==> src/rtl/params_pkg.sv <==
// Shared types and constants for the execute-stage arithmetic units.
package params_pkg;

   localparam int unsigned MULDIV_XLEN_DEFAULT = 32;

   // Values match the funct3 field of the M-extension encodings.
   typedef enum logic [2:0] {
      OpMul    = 3'b000,
      OpMulh   = 3'b001,
      OpMulhsu = 3'b010,
      OpMulhu  = 3'b011,
      OpDiv    = 3'b100,
      OpDivu   = 3'b101,
      OpRem    = 3'b110,
      OpRemu   = 3'b111
   } muldiv_op_e;

   typedef enum logic [1:0] {
      StIdle,
      StCalc,
      StFix,
      StDone
   } muldiv_state_e;

endpackage

==> src/rtl/muldiv_unit.sv <==
// Iterative RV32M/RV64M multiply/divide: bit-serial over XLEN cycles, then sign fix-up.
// Optional MULDIV_FAST_PATH_EN: divide-by-zero and signed-overflow divides finish in one cycle.
module muldiv_unit
   import params_pkg::*;
#(
   parameter int unsigned XLEN = MULDIV_XLEN_DEFAULT
) (
   input  logic            clk_i,
   input  logic            rst_ni,
   input  logic            start_i,
   input  logic            flush_i,
   input  logic [2:0]      funct3_i,
   input  logic [XLEN-1:0] a_i,
   input  logic [XLEN-1:0] b_i,
   output logic            busy_o,
   output logic            valid_o,
   output logic [XLEN-1:0] result_o
);

   localparam int unsigned CW = $clog2(XLEN);
   localparam int unsigned W2 = 2 * XLEN;

   function automatic logic [XLEN-1:0] cond_neg(input logic [XLEN-1:0] v, input logic n);
      return n ? (~v + XLEN'(1)) : v;
   endfunction

   muldiv_state_e   state_q;
   muldiv_op_e      op_q;
   logic [CW-1:0]   cnt_q;
   logic [W2-1:0]   acc_q;
   logic [XLEN-1:0] bmag_q;
   logic [XLEN-1:0] result_q;
   logic            sa_q, sb_q, dz_q, busy_q, valid_q;

   logic            sa_in, sb_in;
   logic [XLEN:0]   mul_sum, div_trial, div_diff;
   logic [W2-1:0]   acc_step, prod;
   logic [XLEN-1:0] quot, rem, fix_result;

   // Operand signedness: divides are signed when funct3[0]=0; MULHU is fully unsigned,
   // MULHSU treats only rs1 as signed.
   always_comb begin
      sa_in = (funct3_i[2] ? ~funct3_i[0] : (funct3_i[1:0] != 2'b11)) & a_i[XLEN-1];
      sb_in = (funct3_i[2] ? ~funct3_i[0] : ~funct3_i[1]) & b_i[XLEN-1];
   end

   // acc_q holds {high product, low multiplier} for multiply and {remainder, quotient} for divide.
   always_comb begin
      mul_sum   = {1'b0, acc_q[W2-1:XLEN]} + (acc_q[0] ? {1'b0, bmag_q} : '0);
      div_trial = acc_q[W2-1:XLEN-1];
      div_diff  = div_trial - {1'b0, bmag_q};
      acc_step  = {mul_sum, acc_q[XLEN-1:1]};
      if (op_q[2]) begin
         if (div_diff[XLEN]) begin
            acc_step = {div_trial[XLEN-1:0], acc_q[XLEN-2:0], 1'b0};
         end else begin
            acc_step = {div_diff[XLEN-1:0], acc_q[XLEN-2:0], 1'b1};
         end
      end
   end

   always_comb begin
      prod = (sa_q ^ sb_q) ? (~acc_q + W2'(1)) : acc_q;
      quot = dz_q ? '1 : cond_neg(acc_q[XLEN-1:0], sa_q ^ sb_q);
      rem  = cond_neg(acc_q[W2-1:XLEN], sa_q);
      fix_result = '0;
      unique case (op_q)
         OpMul:                      fix_result = prod[XLEN-1:0];
         OpMulh, OpMulhsu, OpMulhu:  fix_result = prod[W2-1:XLEN];
         OpDiv, OpDivu:              fix_result = quot;
         OpRem, OpRemu:              fix_result = rem;
         default:                    fix_result = '0;
      endcase
   end

`ifdef MULDIV_FAST_PATH_EN
   logic            fast_dz, fast_ovf, fast_in;
   logic [XLEN-1:0] fast_result;

   always_comb begin
      fast_dz     = (b_i == '0);
      fast_ovf    = ~funct3_i[0] && (a_i == {1'b1, {(XLEN-1){1'b0}}}) && (b_i == '1);
      fast_in     = funct3_i[2] && (fast_dz || fast_ovf);
      fast_result = '0;
      if (fast_dz) begin
         fast_result = funct3_i[1] ? a_i : '1;
      end else if (fast_ovf) begin
         fast_result = funct3_i[1] ? '0 : a_i;
      end
   end
`endif

   always_ff @(posedge clk_i or negedge rst_ni) begin
      if (!rst_ni) begin
         state_q  <= StIdle;
         op_q     <= OpMul;
         cnt_q    <= '0;
         acc_q    <= '0;
         bmag_q   <= '0;
         result_q <= '0;
         sa_q     <= 1'b0;
         sb_q     <= 1'b0;
         dz_q     <= 1'b0;
         busy_q   <= 1'b0;
         valid_q  <= 1'b0;
      end else if (flush_i) begin
         state_q <= StIdle;
         busy_q  <= 1'b0;
         valid_q <= 1'b0;
      end else begin
         case (state_q)
            StIdle, StDone: begin
               state_q <= StIdle;
               valid_q <= 1'b0;
               if (start_i) begin
                  op_q   <= muldiv_op_e'(funct3_i);
                  sa_q   <= sa_in;
                  sb_q   <= sb_in;
                  dz_q   <= (b_i == '0);
                  acc_q  <= {{XLEN{1'b0}}, cond_neg(a_i, sa_in)};
                  bmag_q <= cond_neg(b_i, sb_in);
                  cnt_q  <= CW'(XLEN - 1);
`ifdef MULDIV_FAST_PATH_EN
                  if (fast_in) begin
                     state_q  <= StDone;
                     valid_q  <= 1'b1;
                     result_q <= fast_result;
                  end else begin
                     state_q <= StCalc;
                     busy_q  <= 1'b1;
                  end
`else
                  state_q <= StCalc;
                  busy_q  <= 1'b1;
`endif
               end
            end
            StCalc: begin
               acc_q <= acc_step;
               cnt_q <= cnt_q - CW'(1);
               if (cnt_q == '0) begin
                  state_q <= StFix;
               end
            end
            StFix: begin
               result_q <= fix_result;
               valid_q  <= 1'b1;
               busy_q   <= 1'b0;
               state_q  <= StDone;
            end
            default: state_q <= StIdle;
         endcase
      end
   end

   assign busy_o   = busy_q;
   assign valid_o  = valid_q;
   assign result_o = result_q;

endmodule

==> config.mk <==
export PLATFORM = sky130hd
export DESIGN_NAME = muldiv_unit
export DESIGN_NICKNAME = d
export VERILOG_FILES = /design/src/rtl/params_pkg.sv /design/src/rtl/muldiv_unit.sv
export SDC_FILE = /design/constraint.sdc
export NUM_CORES = 1
export LEC_CHECK = 0
export BUFFER_PORTS_ARGS = -buffer_cell sky130_fd_sc_hd__buf_2
export CORE_UTILIZATION = 57
export DETAILED_ROUTE_END_ITERATION = 10
export PLACE_DENSITY = 0.82
export SLEW_MARGIN = 20
export SYNTH_ARGS = -nofsm -noshare
export SYNTH_HDL_FRONTEND = slang
export SYNTH_SLANG_ARGS = --single-unit
==> constraint.sdc <==
create_clock -name clk_i -period 7 [get_ports clk_i]
set_input_delay 1.05 -clock clk_i [delete_from_list [all_inputs] [get_ports clk_i]]
set_output_delay 1.05 -clock clk_i [all_outputs]
set_load 0.005 [all_outputs]
==> load_flow_metrics.sql, run 1 <==
INSERT INTO impl_metrics (metric_group, metric, value, unit) VALUES
('sta', 'slew_viol_final', '0', ''),
('synthesis', 'most_instantiated_library_cell_after_synthesis', 'sky130_fd_sc_hd__nand2_1', ''),
('global_route', 'grt-ovfl-total', '0', ''),
('clocking', 'clkSlewWorstSetupHoldPaths', '70', 'ps'),
('detailed_routing', 'ant_nets', '0', ''),
('global_route', 'grtUsageTotal', '0.367', ''),
('synthesis', 'yosys.area_share.adder', '0.0647', ''),
('clocking', 'cts_htree_levels', '4', ''),
('sta', 'number_of_hold_slack_violations_in_the_final_timing_report', '0', ''),
('die', 'chipHeight', '162', 'um'),
('sta', 'finalSetupTns', '0', 'ps'),
('die', 'initial_utilization', '0.579', ''),
('pwr', 'internal_power', '3.37', 'mW'),
('synthesis', 'ys.flop_type', 'sky130_fd_sc_hd__dfrtp_1', ''),
('pwr', 'power.share.sequential', '0.220', ''),
('worst_setup_path', 'timing.critical_path.arrival', '4330', 'ps'),
('sta', 'fin_worst_skew', '14.0', 'ps'),
('sta', 'post-route-period-util', '0.572', ''),
('synthesis', 'summed_instance_area_of_the_synthesized_netlist', '0.0145', 'sq mm'),
('place', 'dpl.hpwl', '35700', 'um'),
('synthesis', 'synth.area.mux_share', '0.0407', ''),
('die', 'die-width', '162', 'um'),
('clocking', 'cts_max_path_bufs', '2', ''),
('worst_setup_path', 'worst_setup_path_start_kind', 'flip-flop', ''),
('worst_setup_path', 'critical_path_class', 'reg2reg', ''),
('detailed_routing', 'drt-pass1-iter-count', '7', ''),
('synthesis', 'seq_area_frac_synth', '0.246', ''),
('synthesis', 'synth_top_cells_by_count', 'sky130_fd_sc_hd__nand2_1 (226), sky130_fd_sc_hd__o21ai_0 (219), sky130_fd_sc_hd__nor2_1 (150)', ''),
('sta', 'timing.max_slew.rel_slack', '0.335', ''),
('synthesis', 'yosys_register_bits', '143', ''),
('clocking', 'root_buffer', 'sky130_fd_sc_hd__clkbuf_16', ''),
('pwr', 'power.switching', '3.92', 'mW'),
('detailed_routing', 'drcViolationCount', '0', ''),
('final_layout', 'area.growth.synth_to_final', '7.94', '%'),
('job', 'max-cap-violations', '0', ''),
('pwr', 'static-leakage-power', '6.97', 'nW'),
('outcome', 'status', 'finished, final reports clean', ''),
('pwr', 'p_clk_frac', '0.132', ''),
('die', 'rows', '58', ''),
('pwr', 'peakVddDrop', '0.341', 'mV'),
('worst_hold_path', 'hold_path.class', 'reg2reg', ''),
('global_route', 'grt_pass1_vias', '14276', ''),
('synthesis', 'yosysUniqueCellTypes', '84', ''),
('clocking', 'number_of_clock_sinks_seen_by_cts', '143', ''),
('sta', 'grt_setup_unrepaired', 'no', ''),
('clocking', 'clk-insertion-delay-late', '450', 'ps'),
('die', 'io_pins', '105', ''),
('clocking', 'cts_hold_repair.buffers', '0', ''),
('synthesis', 'share_of_the_synthesized_netlist_area_taken_by_xor_and_xnor_gates', '0.105', ''),
('die', 'die_area', '0.0261', 'sq mm'),
('sta', 'max_slew.worst_pin.slew', '997', 'ps'),
('synthesis', 'synth-compound-area-share', '0.284', ''),
('worst_setup_path', 'worst_r2r_path_depth', '12', ''),
('die', 'design.core.area', '0.0251', 'sq mm'),
('pwr', 'combPwrFrac', '0.649', ''),
('synthesis', 'async_flop_share', '1.00', ''),
('worst_setup_path', 'cp.required', '7320', 'ps'),
('pwr', 'p_per_area', '465', 'mW/mm^2'),
('final_layout', 'nets', '2079', ''),
('pwr', 'power.switching_fraction', '0.537', ''),
('worst_setup_path', 'worstPathMaxFanout', '31', ''),
('clocking', 'cts_buffers', '17', ''),
('sta', 'setup_viol', '0', ''),
('detailed_routing', 'dr.first_iter.drc_count', '2104', ''),
('clocking', 'cts_setup_buffers', '0', ''),
('clocking', 'post_cts.resized_instances', '0', ''),
('clocking', 'tritoncts', 'built', ''),
('detailed_routing', 'drt_wl_total', '48400', 'um'),
('place', 'buffer_ports.inserted', '104', ''),
('synthesis', 'post-synth-top-area-cell', 'sky130_fd_sc_hd__dfrtp_1', ''),
('place', 'placedCellCount', '2245', '');
## sequential cells by signal (all words and copies together), names as in the netlist, 2 cells and up
register / flops
acc_q: 64
bmag_q: 32
result_o: 32
cnt_q: 5
op_q: 3
state_q: 2
## cell families after synthesis
logic type | count (synthesis)
and+or+nand+nor | 621
xor gates and xnor gates | 174
buffers and inverters | 208
AOI/OAI and AO/OA | 652
adders and majority gates | 74
DFF | 143
muxes | 58
## power by group through the flow
| stage | combinational, mW | clock, mW | sequential [mW] |
|---|---|---|---|
| after floorplan | 3.45 | 0 | 1.36 |
| after CTS | 4.55 | 0.954 | 1.58 |
| after global placement | 4.42 | 0 | 1.56 |
| after global routing | 5.06 | 0.988 | 1.63 |
| after detailed placement | 4.52 | 0 | 1.59 |
| final | 4.73 | 0.959 | 1.60 |
## final timing paths
check | from | endpoint | slack (ps)
min in group asynchronous | rst_ni | acc_q[51] | 700
max in group asynchronous | rst_ni | op_q[2] | 5020
setup reg to reg | acc_q[0] | acc_q[62] | 3000
setup / recovery | acc_q[0] | acc_q[62] | 3000
hold / removal | result_o[0] | result_o[0] | 470
hold reg to reg | result_o[0] | result_o[0] | 470
## stage by stage
stage	area (sq um)	hold slack [ps]	setup slack [ps]	utilization	total power, mW
2_1_floorplan	14500	450	3330	-	4.80
3_3_place_gp	15100	457	3120	0.601	5.98
3_5_place_dp	15100	465	3040	0.601	6.11
4_1_cts	15700	479	3030	0.625	7.09
5_1_grt	15700	506	2850	0.625	7.68
6_report	15700	473	3000	0.625	7.29
## cell type report
class / count / area, sq um
tap: 330 / 413
timing repair buffer: 123 / 669
clock inverter: 14 / 154
clock buffer: 18 / 439
fill: 2229 / 9420
sequential: 143 / 3580
multi-input combinational: 1579 / 10200
inverter: 70 / 263
## cell usage in the layout, fill, tap and decap left out, types with 7 or more instances in the layout
cell                        count
sky130_fd_sc_hd__buf_4         19
sky130_fd_sc_hd__nor2b_1        8
sky130_fd_sc_hd__inv_1         70
sky130_fd_sc_hd__buf_2        103
sky130_fd_sc_hd__o21a_1        12
sky130_fd_sc_hd__o22ai_1        7
sky130_fd_sc_hd__a221oi_1      15
sky130_fd_sc_hd__a21o_1        41
sky130_fd_sc_hd__o221ai_1      15
sky130_fd_sc_hd__a21oi_1      148
sky130_fd_sc_hd__dfrtp_1      142
sky130_fd_sc_hd__clkbuf_16     17
sky130_fd_sc_hd__ha_1          71
sky130_fd_sc_hd__o21bai_1       7
sky130_fd_sc_hd__nor3_1        45
sky130_fd_sc_hd__a211oi_1      23
sky130_fd_sc_hd__xnor2_1       92
sky130_fd_sc_hd__nand3_1       37
sky130_fd_sc_hd__nand2b_1      20
sky130_fd_sc_hd__nand4_1       18
sky130_fd_sc_hd__and2_1        11
sky130_fd_sc_hd__o31ai_1       26
sky130_fd_sc_hd__or3_1         15
sky130_fd_sc_hd__or4_1         15
sky130_fd_sc_hd__nand2_1      226
sky130_fd_sc_hd__and3_1        15
sky130_fd_sc_hd__o41ai_1       13
sky130_fd_sc_hd__xor2_1        80
sky130_fd_sc_hd__or2_2         11
sky130_fd_sc_hd__nor4_1        20
sky130_fd_sc_hd__a31oi_1       29
sky130_fd_sc_hd__mux2i_1       52
sky130_fd_sc_hd__o21ai_0      219
sky130_fd_sc_hd__a22oi_1       16
sky130_fd_sc_hd__o211ai_1      16
sky130_fd_sc_hd__nor2_1       149
## worst max-delay path, cell delays in order, from the launching register on
cell and delay (ps):
sky130_fd_sc_hd__dfrtp_1 470, sky130_fd_sc_hd__inv_1 80, sky130_fd_sc_hd__buf_4 330, sky130_fd_sc_hd__nor2_1 100, sky130_fd_sc_hd__ha_1 350, sky130_fd_sc_hd__a21o_1 220, sky130_fd_sc_hd__a31o_2 220, sky130_fd_sc_hd__a211o_1 330
sky130_fd_sc_hd__o2111ai_1 450, sky130_fd_sc_hd__a211oi_1 170, sky130_fd_sc_hd__or4b_2 650, sky130_fd_sc_hd__a31o_2 240, sky130_fd_sc_hd__a221o_1 250
## routing by layer
layer  global-route usage  up-vias  share of wire
li1                     -     7037              -
met1                0.501     7201           0.40
met2                0.559     1109           0.43
met3               0.0820      212           0.12
met4                0.156        0          0.044
met5                    0        -              0
Note: power is estimated with default switching activity, not from simulation.
==> run 2, diff against run 1 <==
PLACE_DENSITY = 0.85   (was 0.82)
clock period = 3.4 ns   (was 7 ns; I/O delays follow)
==> run 2 against run 1 <==
  * Maximum frequency rose by 21%
  * Count of clock-buffer cells in the layout fell by 1
  * First-iteration DRC count fell by 6.4%
  * Core utilization rose by 3.8 points
  * Clock power rose by 110%
  * Routed wire length rose by 9.7%
  * Sequential power rose by 89%
  * Global-route usage rose by 3.7 points
  * Sequential share of layout area fell by 1.3 points
  * Largest power group unchanged
  * Combinational power rose by 130%
  * Worst hold slack got worse by 410 ps
==> load_flow_metrics.sql, run 2 (same netlist as run 1, synthesis figures left out) <==
INSERT INTO impl_metrics (metric_group, metric, value, unit) VALUES
('die', 'chipHeight', '162', 'um'),
('detailed_routing', 'drt-pass1-iter-count', '8', ''),
('die', 'io_pins', '105', ''),
('sta', 'number_of_hold_slack_violations_in_the_final_timing_report', '0', ''),
('die', 'die-width', '162', 'um'),
('worst_setup_path', 'reg2reg_setup_slack', '80', 'ps'),
('place', 'placed_area', '0.0160', 'sq mm'),
('place', 'buffer_ports.inserted', '104', ''),
('pwr', 'peakVddDrop', '0.591', 'mV'),
('final_layout', 'nFillCells', '2186', ''),
('worst_setup_path', 'worstPathMaxFanout', '7', ''),
('place', 'post-place-ws', '18.7', 'ps'),
('sta', 'setup_viol', '0', ''),
('sta', 'slew_viol_final', '0', ''),
('sta', 'post-route-min-period', '3320', 'ps'),
('sta', 'post-route-period-util', '0.978', ''),
('worst_setup_path', 'worst_setup_path_start_kind', 'flip-flop', ''),
('final_layout', 'layout_common_cells', 'sky130_fd_sc_hd__nand2_1 (226), sky130_fd_sc_hd__o21ai_0 (216), sky130_fd_sc_hd__nor2_1 (149)', ''),
('clocking', 'cts_buffers', '17', ''),
('final_layout', 'largest_register_ffs', '64', ''),
('clocking', 'tritoncts', 'built', ''),
('die', 'rows', '58', ''),
('pwr', 'p_per_area', '963', 'mW/mm^2'),
('detailed_routing', 'ant_nets', '0', ''),
('die', 'initial_utilization', '0.579', ''),
('sta', 'finalSetupTns', '0', 'ps'),
('worst_hold_path', 'hold_path.class', 'in2async', ''),
('final_layout', 'nets', '2192', ''),
('final_layout', 'registers.top_by_ff_count', 'acc_q', ''),
('detailed_routing', 'routedWlPerCell', '22.2', 'um'),
('clocking', 'root_buffer', 'sky130_fd_sc_hd__clkbuf_16', ''),
('sta', 'max_slew.worst_pin.slew', '968', 'ps'),
('sta', 'timing.max_slew.rel_slack', '0.353', ''),
('detailed_routing', 'dr.first_iter.drc_count', '1970', ''),
('detailed_routing', 'drt_wl_total', '53100', 'um'),
('final_layout', 'drive_gt1_frac', '0.161', ''),
('pwr', 'finalPower', '16.0', 'mW'),
('clocking', 'cts_max_path_bufs', '2', ''),
('worst_setup_path', 'critical_path_class', 'reg2reg', ''),
('sta', 'worst_setup_margin', '76.5', 'ps'),
('worst_setup_path', 'slowest_cell_on_crit_path', 'sky130_fd_sc_hd__or4_1', ''),
('worst_setup_path', 'critPathCaptureType', 'flip-flop', ''),
('global_route', 'pin_count_of_the_biggest_net_entering_global_routing', '83', ''),
('clocking', 'cts_hold_repair.buffers', '0', ''),
('sta', 'fin_worst_skew', '21.0', 'ps'),
('detailed_routing', 'viasPerCell', '6.72', ''),
('final_layout', 'layout_commonest_cell', 'sky130_fd_sc_hd__nand2_1', ''),
('worst_setup_path', 'timing.critical_path.arrival', '3650', 'ps'),
('global_route', 'grt-ovfl-total', '0', ''),
('worst_setup_path', 'cp_num_buf_inv', '0', ''),
('global_route', 'grt_pass1_vias', '14801', ''),
('global_route', 'grtUsageTotal', '0.404', ''),
('detailed_routing', 'vias', '16055', ''),
('place', 'dpl.hpwl', '40100', 'um'),
('worst_setup_path', 'cp.required', '3720', 'ps'),
('clocking', 'clk-insertion-delay-late', '450', 'ps'),
('job', 'max-cap-violations', '0', ''),
('clocking', 'cts_htree_levels', '4', ''),
('place', 'finalWeightedCongestion', '1.06', ''),
('final_layout', 'area.growth.synth_to_final', '14.5', '%'),
('sta', 'fmaxAchievable', '0.301', 'GHz'),
('worst_setup_path', 'worst_path_largest_cell_delay', '530', 'ps'),
('clocking', 'number_of_clock_sinks_seen_by_cts', '143', ''),
('detailed_routing', 'drcViolationCount', '0', ''),
('worst_setup_path', 'ordered_cell_list_for_the_critical_path', 'or3_1 > or4_1 > or2_2 > nor3_1 > a31oi_1 > xnor2_1 > o22ai_1 > o221a_2', ''),
('global_route', 'antenna_violations_before_repair', '0', ''),
('clocking', 'clkSlewWorstSetupHoldPaths', '70', 'ps'),
('die', 'die_area', '0.0261', 'sq mm'),
('global_route', 'grt_pass1_wl', '82600', 'um'),
('outcome', 'status', 'finished, final reports clean', ''),
('die', 'design.core.area', '0.0251', 'sq mm'),
('pwr', 'static-leakage-power', '7.55', 'nW'),
('worst_setup_path', 'critical_path.top_delay_family', 'simple AND/OR/NAND/NOR gates', ''),
('final_layout', 'layout.cell_area.non_filler', '0.0166', 'sq mm');
-- run 2: layer usage --
metal	vias up	GRT usage	part of all wire
li1	7251	-	-
met1	7564	0.575	0.42
met2	1076	0.601	0.43
met3	164	0.0784	0.12
met4	0	0.161	0.038
met5	-	0	0
-- run 2: layout make-up --
cell class / count / area [sq um] / share of cell area
clock buffer: 17 / 425 / 0.0256
sequential: 143 / 3580 / 0.215
tap: 330 / 413 / 0.0248
timing repair buffer: 236 / 1560 / 0.0934
inverter: 70 / 263 / 0.0158
multi-input combinational: 1579 / 10300 / 0.616
clock inverter: 14 / 158 / 0.00947
antenna: 1 / 2.50 / 0.000150
-- run 2: path summary, 6_finish.rpt --
check,startpoint,end,cells after the start
setup / recovery,acc_q[2],result_o[21],8
hold / removal,rst_ni,acc_q[52],1
setup reg to reg,acc_q[2],result_o[21],8
hold reg to reg,result_o[2],result_o[2],1
max in group asynchronous,rst_ni,op_q[2],2
min in group clk_i,b_i[31],dz_q,2
-- run 2: worst reg2reg max path: cells and delay by family, from the launching register on --
| family | cells | cell delay [ps] |
|---|---|---|
| xor gates and xnor gates | 1 | 440 |
| and+or+nand+nor | 4 | 1720 |
| AOI/OAI and AO/OA | 3 | 570 |
| DFF | 1 | 480 |
-- run 2: through the flow --
| step | utilization | instances | hold slack (ps) |
|---|---|---|---|
| 6_report | 0.663 | 2390 | 58.5 |
| 3_3_place_gp | 0.636 | 2354 | 455 |
| 3_5_place_dp | 0.636 | 2354 | 461 |
| 4_1_cts | 0.659 | 2385 | 89.0 |
| 2_1_floorplan | - | 1930 | 214 |
| 5_1_grt | 0.663 | 2389 | 105 |
-- run 2: what timing repair did --
| action | in CTS | in global routing |
|---|---|---|
| resized for setup | 0 | 14 |
| buffers inserted | 0 | 4 |
| setup endpoints to repair | 0 | 21 |
-- run 2: power by group --
| part | total (mW) | internal, mW | switching, mW | leakage, nW |
|---|---|---|---|---|
| clock network | 2.00 | 1.10 | 0.902 | 0.288 |
| logic | 11.0 | 4.04 | 6.96 | 5.46 |
| registers | 3.02 | 2.35 | 0.676 | 1.80 |
| total | 16.0 | 7.48 | 8.54 | 7.55 |
